--- config.mk ---
export PLATFORM = sky130hd
export DESIGN_NAME = acc_stack_unit
export DESIGN_NICKNAME = d
export VERILOG_FILES = /design/src/rtl/acc_stack_unit.sv
export SDC_FILE = /design/constraint.sdc
export NUM_CORES = 1
export LEC_CHECK = 0
export ABC_AREA = 1
export CAP_MARGIN = 40
export CORE_MARGIN = 4
export CORE_UTILIZATION = 63
export DETAILED_ROUTE_END_ITERATION = 7
export PLACE_DENSITY_LB_ADDON = 0.05
export SYNTH_ARGS = -nofsm -noshare
export SYNTH_HDL_FRONTEND = slang
export SYNTH_SLANG_ARGS = --single-unit
--- constraint.sdc ---
create_clock -name clk -period 5.9 [get_ports clk]
set_clock_uncertainty 0.15 [all_clocks]
set_input_delay 1.77 -clock clk [delete_from_list [all_inputs] [get_ports clk]]
set_output_delay 1.77 -clock clk [all_outputs]
set_load 0.01 [all_outputs]
--- src/rtl/acc_stack_unit.sv ---
// Accumulator for the SAP datapath: bus load modes, shift/rotate/increment ops,
// a carry flag and a small LIFO that saves and restores the accumulator value.
module acc_stack_unit #(
    parameter int WIDTH = 16,
    parameter int DEPTH = 4
) (
    input  logic             clk,
    input  logic             rst,
    input  logic             op_valid,
    input  logic [3:0]       op,
    input  logic [WIDTH-1:0] bus,
    output logic [WIDTH-1:0] aout,
    output logic             carry,
    output logic             zero,
    output logic             neg,
    output logic             stack_full,
    output logic             stack_empty,
    output logic             err_ovf,
    output logic             err_unf
);

    localparam int HALF  = WIDTH / 2;
    localparam int PTR_W = $clog2(DEPTH + 1);
    localparam int IDX_W = (DEPTH > 1) ? $clog2(DEPTH) : 1;
    localparam logic [PTR_W-1:0] DEPTH_P = PTR_W'(DEPTH);

    typedef enum logic [3:0] {
        OP_NOP        = 4'd0,
        OP_LOAD       = 4'd1,
        OP_LOAD_LO    = 4'd2,
        OP_LOAD_LO_SX = 4'd3,
        OP_LOAD_HI    = 4'd4,
        OP_SHL        = 4'd5,
        OP_SHR        = 4'd6,
        OP_ROL        = 4'd7,
        OP_INC        = 4'd8,
        OP_DEC        = 4'd9,
        OP_PUSH       = 4'd10,
        OP_POP        = 4'd11,
        OP_CLR        = 4'd12,
        OP_CLR_ERR    = 4'd13
    } op_e;

    logic [WIDTH-1:0] stack_mem [DEPTH];
    logic [PTR_W-1:0] count_q, count_next;
    logic [WIDTH-1:0] aout_q, aout_next;
    logic             carry_q, carry_next;
    logic             ovf_q, ovf_next;
    logic             unf_q, unf_next;
    logic             push_en;
    logic [IDX_W-1:0] push_idx;
    logic [IDX_W-1:0] pop_idx;
    logic [WIDTH:0]   inc_sum;
    logic [PTR_W-1:0] count_dec;

    assign push_idx  = count_q[IDX_W-1:0];
    assign count_dec = count_q - PTR_W'(1);
    assign pop_idx   = count_dec[IDX_W-1:0];
    assign inc_sum   = {1'b0, aout_q} + (WIDTH+1)'(1);

    always_comb begin
        aout_next  = aout_q;
        carry_next = carry_q;
        count_next = count_q;
        ovf_next   = ovf_q;
        unf_next   = unf_q;
        push_en    = 1'b0;
        if (op_valid) begin
            case (op)
                OP_LOAD:       aout_next = bus;
                OP_LOAD_LO:    aout_next = {{HALF{1'b0}}, bus[HALF-1:0]};
                OP_LOAD_LO_SX: aout_next = {{HALF{bus[HALF-1]}}, bus[HALF-1:0]};
                OP_LOAD_HI:    aout_next = {bus[HALF-1:0], aout_q[HALF-1:0]};
                OP_SHL: begin
                    carry_next = aout_q[WIDTH-1];
                    aout_next  = {aout_q[WIDTH-2:0], 1'b0};
                end
                OP_SHR: begin
                    carry_next = aout_q[0];
                    aout_next  = {1'b0, aout_q[WIDTH-1:1]};
                end
                // Rotate through carry: old carry enters at bit 0, MSB leaves into carry
                OP_ROL: {carry_next, aout_next} = {aout_q, carry_q};
                OP_INC: {carry_next, aout_next} = inc_sum;
                OP_DEC: begin
                    carry_next = (aout_q == '0);
                    aout_next  = aout_q - WIDTH'(1);
                end
                OP_PUSH: begin
                    if (count_q < DEPTH_P) begin
                        push_en    = 1'b1;
                        count_next = count_q + PTR_W'(1);
                    end else begin
                        ovf_next = 1'b1;
                    end
                end
                OP_POP: begin
                    if (count_q != '0) begin
                        aout_next  = stack_mem[pop_idx];
                        count_next = count_dec;
                    end else begin
                        unf_next = 1'b1;
                    end
                end
                OP_CLR:     aout_next = '0;
                OP_CLR_ERR: begin
                    ovf_next = 1'b0;
                    unf_next = 1'b0;
                end
                default: ;
            endcase
        end
    end

    always_ff @(posedge clk) begin
        if (rst) begin
            aout_q  <= '0;
            carry_q <= 1'b0;
            count_q <= '0;
            ovf_q   <= 1'b0;
            unf_q   <= 1'b0;
        end else begin
            aout_q  <= aout_next;
            carry_q <= carry_next;
            count_q <= count_next;
            ovf_q   <= ovf_next;
            unf_q   <= unf_next;
        end
    end

    // Stack storage carries no reset; only entries below count are ever read
    always_ff @(posedge clk) begin
        if (push_en && !rst) begin
            stack_mem[push_idx] <= aout_q;
        end
    end

    assign aout        = aout_q;
    assign carry       = carry_q;
    assign zero        = (aout_q == '0);
    assign neg         = aout_q[WIDTH-1];
    assign stack_full  = (count_q == DEPTH_P);
    assign stack_empty = (count_q == '0);
    assign err_ovf     = ovf_q;
    assign err_unf     = unf_q;

endmodule

==> metrics.md, run 1 <==
| Metric | Value |
|---|---|
| H-tree Lvls | 3 |
| # setup viols final | 0 |
| Clk sinks | 86 |
| HP Start | err_unf |
| Clock period minus worst slack | 4412 ps |
| Skew-Pair Late Insertion Delay | 360 ps |
| Yosys warning count | 0 |
| Port bufs | 45 |
| Initial antenna violation count | 0 |
| Internal reg-to-reg setup slack | 2260 ps |
| Clk pwr share | 28.9% |
| Vias in the first global route | 4,784 |
| Vias/cell | 6.076 |
| Flop pwr share | 52.5% |
| Core Box Area | 7848 um^2 |
| Final cycle utilization of the critical path | 74.79% |
| CTS clock-pin slew for the worst setup and hold paths | 90 ps |
| Kind of end point of the critical path | output pin |
| CP required | 3980 ps |
| Max_cap viols | 0 |
| Class of the worst hold path | reg -> reg |
| Die span in x | 98.51 um |
| Die area | 9704 um^2 |
| Top Ports | 46 |
| Most common cell in the netlist | nand2_1 |
| Predominant post-synthesis flop cell | edfxtp_1 |
| RSZ-0062 raised after global routing | no |
| Largest net degree at the start of global routing | 38 |
| Layout Area Growth over Synthesis | 12.12% |
| Via count | 5,025 |
| Post-DP HPWL | 10.83 mm |
| Dpl ws | 1536 ps |
| Internal Power | 0.9159 mW |
| First-pass GRT wire length | 24.25 mm |
| CTS tree | done |
| DRT iter0 DRCs | 716 |
| Post-synth ARST share | 0% |
| Switching part of the total | 31.77% |
| Final hold vios | 0 |
| Top cells by count, synth | nand2_1, nand3_1, nor2_1 |
| Post-CTS setup buffers | 0 |
| CTS Buf Count | 9 |
| Gate Count Post-Synth | 691 |
| Critical path arrival | 2490 ps |
| Total global routing overflow | 0 |
| CP startpoint kind | register |
| Post-Syn Area | 5161 um^2 |
| RR Startpoint | count_q[0] |
| Tot GR Track Use | 31.87% |
| Yosys top cell by area | edfxtp_1 |
| Max FO, Critical Path | 11 |
| Slew @ Worst Pin | 750.1 ps |
| Finished layout cell area | 5787 um^2 |
| Critical R2R Capture | aout[7] |
| Die Height | 98.51 um |
| Placed Area | 5605 um^2 |
| Ranking of synthesized cells by area | edfxtp_1, nand2_1, nand3_1 |
| Setup TNS | 0 ps |
| Post-DR wirelength/cell | 18.27 um |
| Synthesized net count | 722 |
| Comb power frac | 18.5% |
| Max Slew Vio Count | 0 |
| Nets | 751 |
| Top cell type's share of synthesized area | 37.24% |
| Clk root buf | clkbuf_8 |
| Status | finished clean |
| Worst IR Drop VDD | 0.1344 mV |
| Worst Reg-to-Reg Cells | 11 |
| FILL cells | 611 |
| Post_cts resized | 0 |
| Wirelength, routed | 15.11 mm |
| FP Rows | 32 |
| Final worst setup slack | 1488 ps |
| Hold WS | 311.7 ps |
| Antenna cells | 0 |
| Clock Path Buffers | 2 |
| Pre-Repair DR Iteration Count | 7 |
| Layout cells sized above 1 | 6.483% |
| Slew headroom | 49.92% |
| Yosys cell types | 34 |
| Worst hold path cell count | 2 |
| DRC | 0 |
| Pwr dens | 232.0 nW/um^2 |
| Syn_area_per_cell | 7.469 um^2 |
| Sw power | 0.4265 mW |
| Synthesized flop and latch total | 86 |
| Post-synth EDFFs | 64 |
| Starting Density | 65.77% |
| Final Wtd Congestion | 0.9381 |
| Leakage | 2.347 nW |
| Antenna Violating Nets Remaining | 0 |
| Setup Crit Path Kind | reg -> out |
| Post-synthesis sequential area ratio | 45.77% |
| Peak Freq | 0.2266 GHz |
| Post-CTS Hold Buffers | 0 |
| Hold path endpoint | err_unf |
final cells by class:
class	count	area [um^2]	area share [%]
clock buffer	10	127.6	2.205
timing repair buffer	52	503.0	8.692
sequential	86	2362	40.82
clock inverter	6	53.80	0.9297
tap	102	127.6	2.205
multi-input combinational	504	2361	40.80
inverter	67	251.5	4.346
metal layers:
layer	track usage (%)	vias up	part of all wire, %
met4	11.45	0	2.7
met5	0	-	0
met2	52.16	347	47
met1	41.40	2280	37
li1	-	2358	-
met3	7.714	40	13
sequential cells by signal (all words and copies together), names as in the netlist:
name       flops
err_ovf        1
count_q        3
aout          16
stack_mem     64
carry          1
err_unf        1
through the flow:
step | power [mW] | std cells | util, %
finish | 1.342 | 827 | 73.74
global route | 1.404 | 827 | 73.74
CTS | 1.336 | 827 | 73.74
detailed placement | 0.9607 | 811 | 71.43
global placement | 0.9536 | 811 | 71.43
floorplan | 0.8683 | 691 | -
worst max-delay path by stage:
stage               startpoint              end  slack (ps)  cells after the start
floorplan                op[0]  stack_mem[1][0]        2200                      6
global placement         op[0]         aout[15]        1620                     10
detailed placement       op[0]         aout[13]        1540                     10
CTS                    aout[0]             zero        1530                      7
global route           aout[1]             zero        1280                      7
finish                 aout[0]             zero        1490                      7
layout by cell type (no fill, tap or decap), types with 11 or more instances in the layout:
master,instances
inv_1,57
o21ai_1,12
edfxtp_1,64
nand3_1,106
nand4_1,11
o21ai_0,21
clkdlybuf4s50_1,45
nand2_1,175
dfxtp_1,22
a21oi_1,27
nor2_1,102
logic make-up (layout without fill, tap and decap cells):
group                    count (synthesis)  count (layout)  share of synthesized area (%)
XOR/XNOR                                 3               3                         0.5092
AO/OA/AOI/OAI                           81              81                          8.994
flip-flops                              86              86                          45.77
AND/OR/NAND/NOR                        412             412                          34.30
buffers and inverters                  101             135                          8.485
adder cells (fa/ha/maj)                  8               8                          1.939
power groups by stage:
stage               sequential (mW)  clock, mW  combinational, mW
CTS                           0.703      0.388              0.245
detailed placement            0.718          0              0.243
floorplan                     0.695          0              0.173
finish                        0.705      0.388              0.249
global placement              0.716          0              0.237
global route                  0.707      0.422              0.275
worst max-delay path, cell delays in order, from the launching register on:
cell and delay [ps]:
dfxtp_1 480, inv_1 190, ha_1 230, inv_1 50
nor3_1 280, nand4_1 130, nor4_1 190, clkdlybuf4s50_1 580
Power figures use the tool's default switching activity.
==> run 2, diff against run 1 <==
--- a/config.mk
+++ b/config.mk
@@ -8,7 +8,7 @@
 export ABC_AREA = 1
 export CAP_MARGIN = 40
 export CORE_MARGIN = 4
-export CORE_UTILIZATION = 63
+export CORE_UTILIZATION = 58
 export DETAILED_ROUTE_END_ITERATION = 7
 export PLACE_DENSITY_LB_ADDON = 0.05
 export SYNTH_ARGS = -nofsm -noshare
==> constraint.sdc (replaced) <==
create_clock -name clk -period 4.3 [get_ports clk]
set_clock_uncertainty 0.15 [all_clocks]
set_input_delay 1.29 -clock clk [delete_from_list [all_inputs] [get_ports clk]]
set_output_delay 1.29 -clock clk [all_outputs]
set_load 0.01 [all_outputs]
==> run 2 against run 1 <==
Die area up 7.9%; power is 42% higher; largest power group unchanged; sequential share of layout area fell by 0.75 points; clock power is 49% higher; critical path depth unchanged; critical endpoint unchanged; largest cell class unchanged.
==> metrics.md, run 2 (synthesis results as in run 1) <==
| Metric | Value |
|---|---|
| Critical R2R Capture | aout[7] |
| Post-CTS Hold Buffers | 0 |
| Max incr delay on CP | 590 ps |
| Slew headroom | 48.60% |
| Commonest cells after routing, fill and taps aside | nand2_1, nand3_1, nor2_1 |
| Placed insts | 828 |
| Starting Density | 59.47% |
| Clk sinks | 86 |
| CP startpoint kind | register |
| Crit-path cells | inv_1, ha_1, inv_1, nor3_1, nand4_1, nor4_1, clkdlybuf4s50_1 |
| Setup TNS | 0 ps |
| Critical Path Sink | zero |
| Status | finished clean |
| Worst hold path cell count | 2 |
| DRT iter0 DRCs | 697 |
| Placed Area | 5695 um^2 |
| Post-DR wirelength/cell | 19.00 um |
| Setup Crit Path Kind | reg -> out |
| Die Height | 102.3 um |
| Hold WS | 309.3 ps |
| Worst IR Drop VDD | 0.1724 mV |
| Peak Freq | 0.2490 GHz |
| Clk root buf | clkbuf_8 |
| Top Ports | 46 |
| Nets | 762 |
| Post-CTS setup buffers | 0 |
| Final hold vios | 0 |
| # setup viols final | 0 |
| Max FO, Critical Path | 11 |
| Worst Reg-to-Reg Cells | 10 |
| Finished layout cell area | 5896 um^2 |
| Slew @ Worst Pin | 769.9 ps |
| Antenna cells | 0 |
| Max_cap viols | 0 |
| Final Wtd Congestion | 0.9951 |
| Largest net degree at the start of global routing | 37 |
| Layout cells sized above 1 | 8.016% |
| Max Slew Vio Count | 0 |
| CTS clock-pin slew for the worst setup and hold paths | 100 ps |
| Internal reg-to-reg setup slack | 1090 ps |
| Vias in the first global route | 4,828 |
| RSZ-0062 raised after global routing | no |
| RR Startpoint | count_q[0] |
| H-tree Lvls | 3 |
| FILL cells | 771 |
| Pre-Repair DR Iteration Count | 6 |
| Initial antenna violation count | 0 |
| Via count | 5,021 |
| Total global routing overflow | 0 |
| Commonest non-fill, non-tap cell in the layout | nand2_1 |
| First-pass GRT wire length | 25.24 mm |
| Tot GR Track Use | 31.98% |
| Antenna Violating Nets Remaining | 0 |
| Final cycle utilization of the critical path | 93.38% |
| Die span in x | 102.3 um |
| Max FFs per register | 64 |
| Reg with most FFs | stack_mem |
| Skew-Pair Late Insertion Delay | 380 ps |
| DRC | 0 |
| Post-DP HPWL | 11.61 mm |
| CP required | 2860 ps |
| Critical path arrival | 2580 ps |
| Post_cts resized | 0 |
| FP Rows | 34 |
| Kind of end point of the critical path | output pin |
| Layout Area Growth over Synthesis | 14.23% |
| CTS Buf Count | 9 |
| Clock Path Buffers | 2 |
| Final cell count without fillers | 844 |
| Vias/cell | 5.949 |
| Clock period minus worst slack | 4015 ps |
| Leakage | 2.417 nW |
| Most Frequent Cell on Critical Path | inv_1 |
| Port bufs | 45 |
| Class of the worst hold path | reg -> reg |
| Die area | 10,470 um^2 |
| Critical-path top delay cell | clkdlybuf4s50_1 |
| CTS tree | done |
| Wirelength, routed | 16.04 mm |
| Critical Path Source | aout[0] |
| Core Box Area | 8678 um^2 |
| Pwr dens | 323.4 nW/um^2 |
-- run 2: power by group --
part	internal, mW	switching, mW
Sequential	0.910	0.0282
Clock	0.230	0.348
Combinational	0.137	0.254
Total	1.28	0.630
-- run 2: final cells by class --
cell class              instances  area, um^2  area share [%]
flip-flops and latches         86        2362           40.07
multi-input cells             504        2361           40.05
repair buffers                 63       585.6           9.932
inverters                      67       251.5           4.266
well taps                     108       135.1           2.292
clock buffers                   9       123.9           2.101
clock inverters                 7       76.32           1.295
-- run 2: worst min path at each step --
stage	start	endpoint	slack, ps
after floorplan	err_ovf	err_ovf	320
after global placement	err_unf	err_unf	290
after detailed placement	err_ovf	err_ovf	300
after CTS	err_ovf	err_ovf	310
after global routing	err_unf	err_unf	340
final	err_ovf	err_ovf	310
-- run 2: metal layers --
layer / vias to the layer above / part of all wire, % / GRT usage, %
met5: - / 0 / 0
met4: 0 / 3.2 / 13.82
met3: 49 / 11 / 6.553
met2: 278 / 47 / 51.42
met1: 2318 / 39 / 42.05
li1: 2376 / - / -
-- run 2: worst max-delay path, delay by kind of cell, from the launching register on --
family	cells	cell delay, ps
buffers and inverters	3	860
AND/OR/NAND/NOR	3	650
flip-flops	1	480
adder cells (fa/ha/maj)	1	220
-- run 2: through the flow --
step                      setup slack, ps  power (mW)  utilization (%)
after global placement              666.4       1.335            65.63
after CTS                           295.8       1.895            67.94
final                               284.7       1.907            67.94
after detailed placement            619.7       1.339            65.63
after floorplan                      1079       1.191                -
after global routing                177.7       1.984            67.94
==> run 3, diff against run 2 <==
--- a/config.mk
+++ b/config.mk
@@ -11,6 +11,7 @@
 export CORE_UTILIZATION = 58
 export DETAILED_ROUTE_END_ITERATION = 7
 export PLACE_DENSITY_LB_ADDON = 0.05
+export SLEW_MARGIN = 20
 export SYNTH_ARGS = -nofsm -noshare
 export SYNTH_HDL_FRONTEND = slang
 export SYNTH_SLANG_ARGS = --single-unit
==> results of run 3 <==
No change in the layout: final DEF, timing and power equal those of run 2.
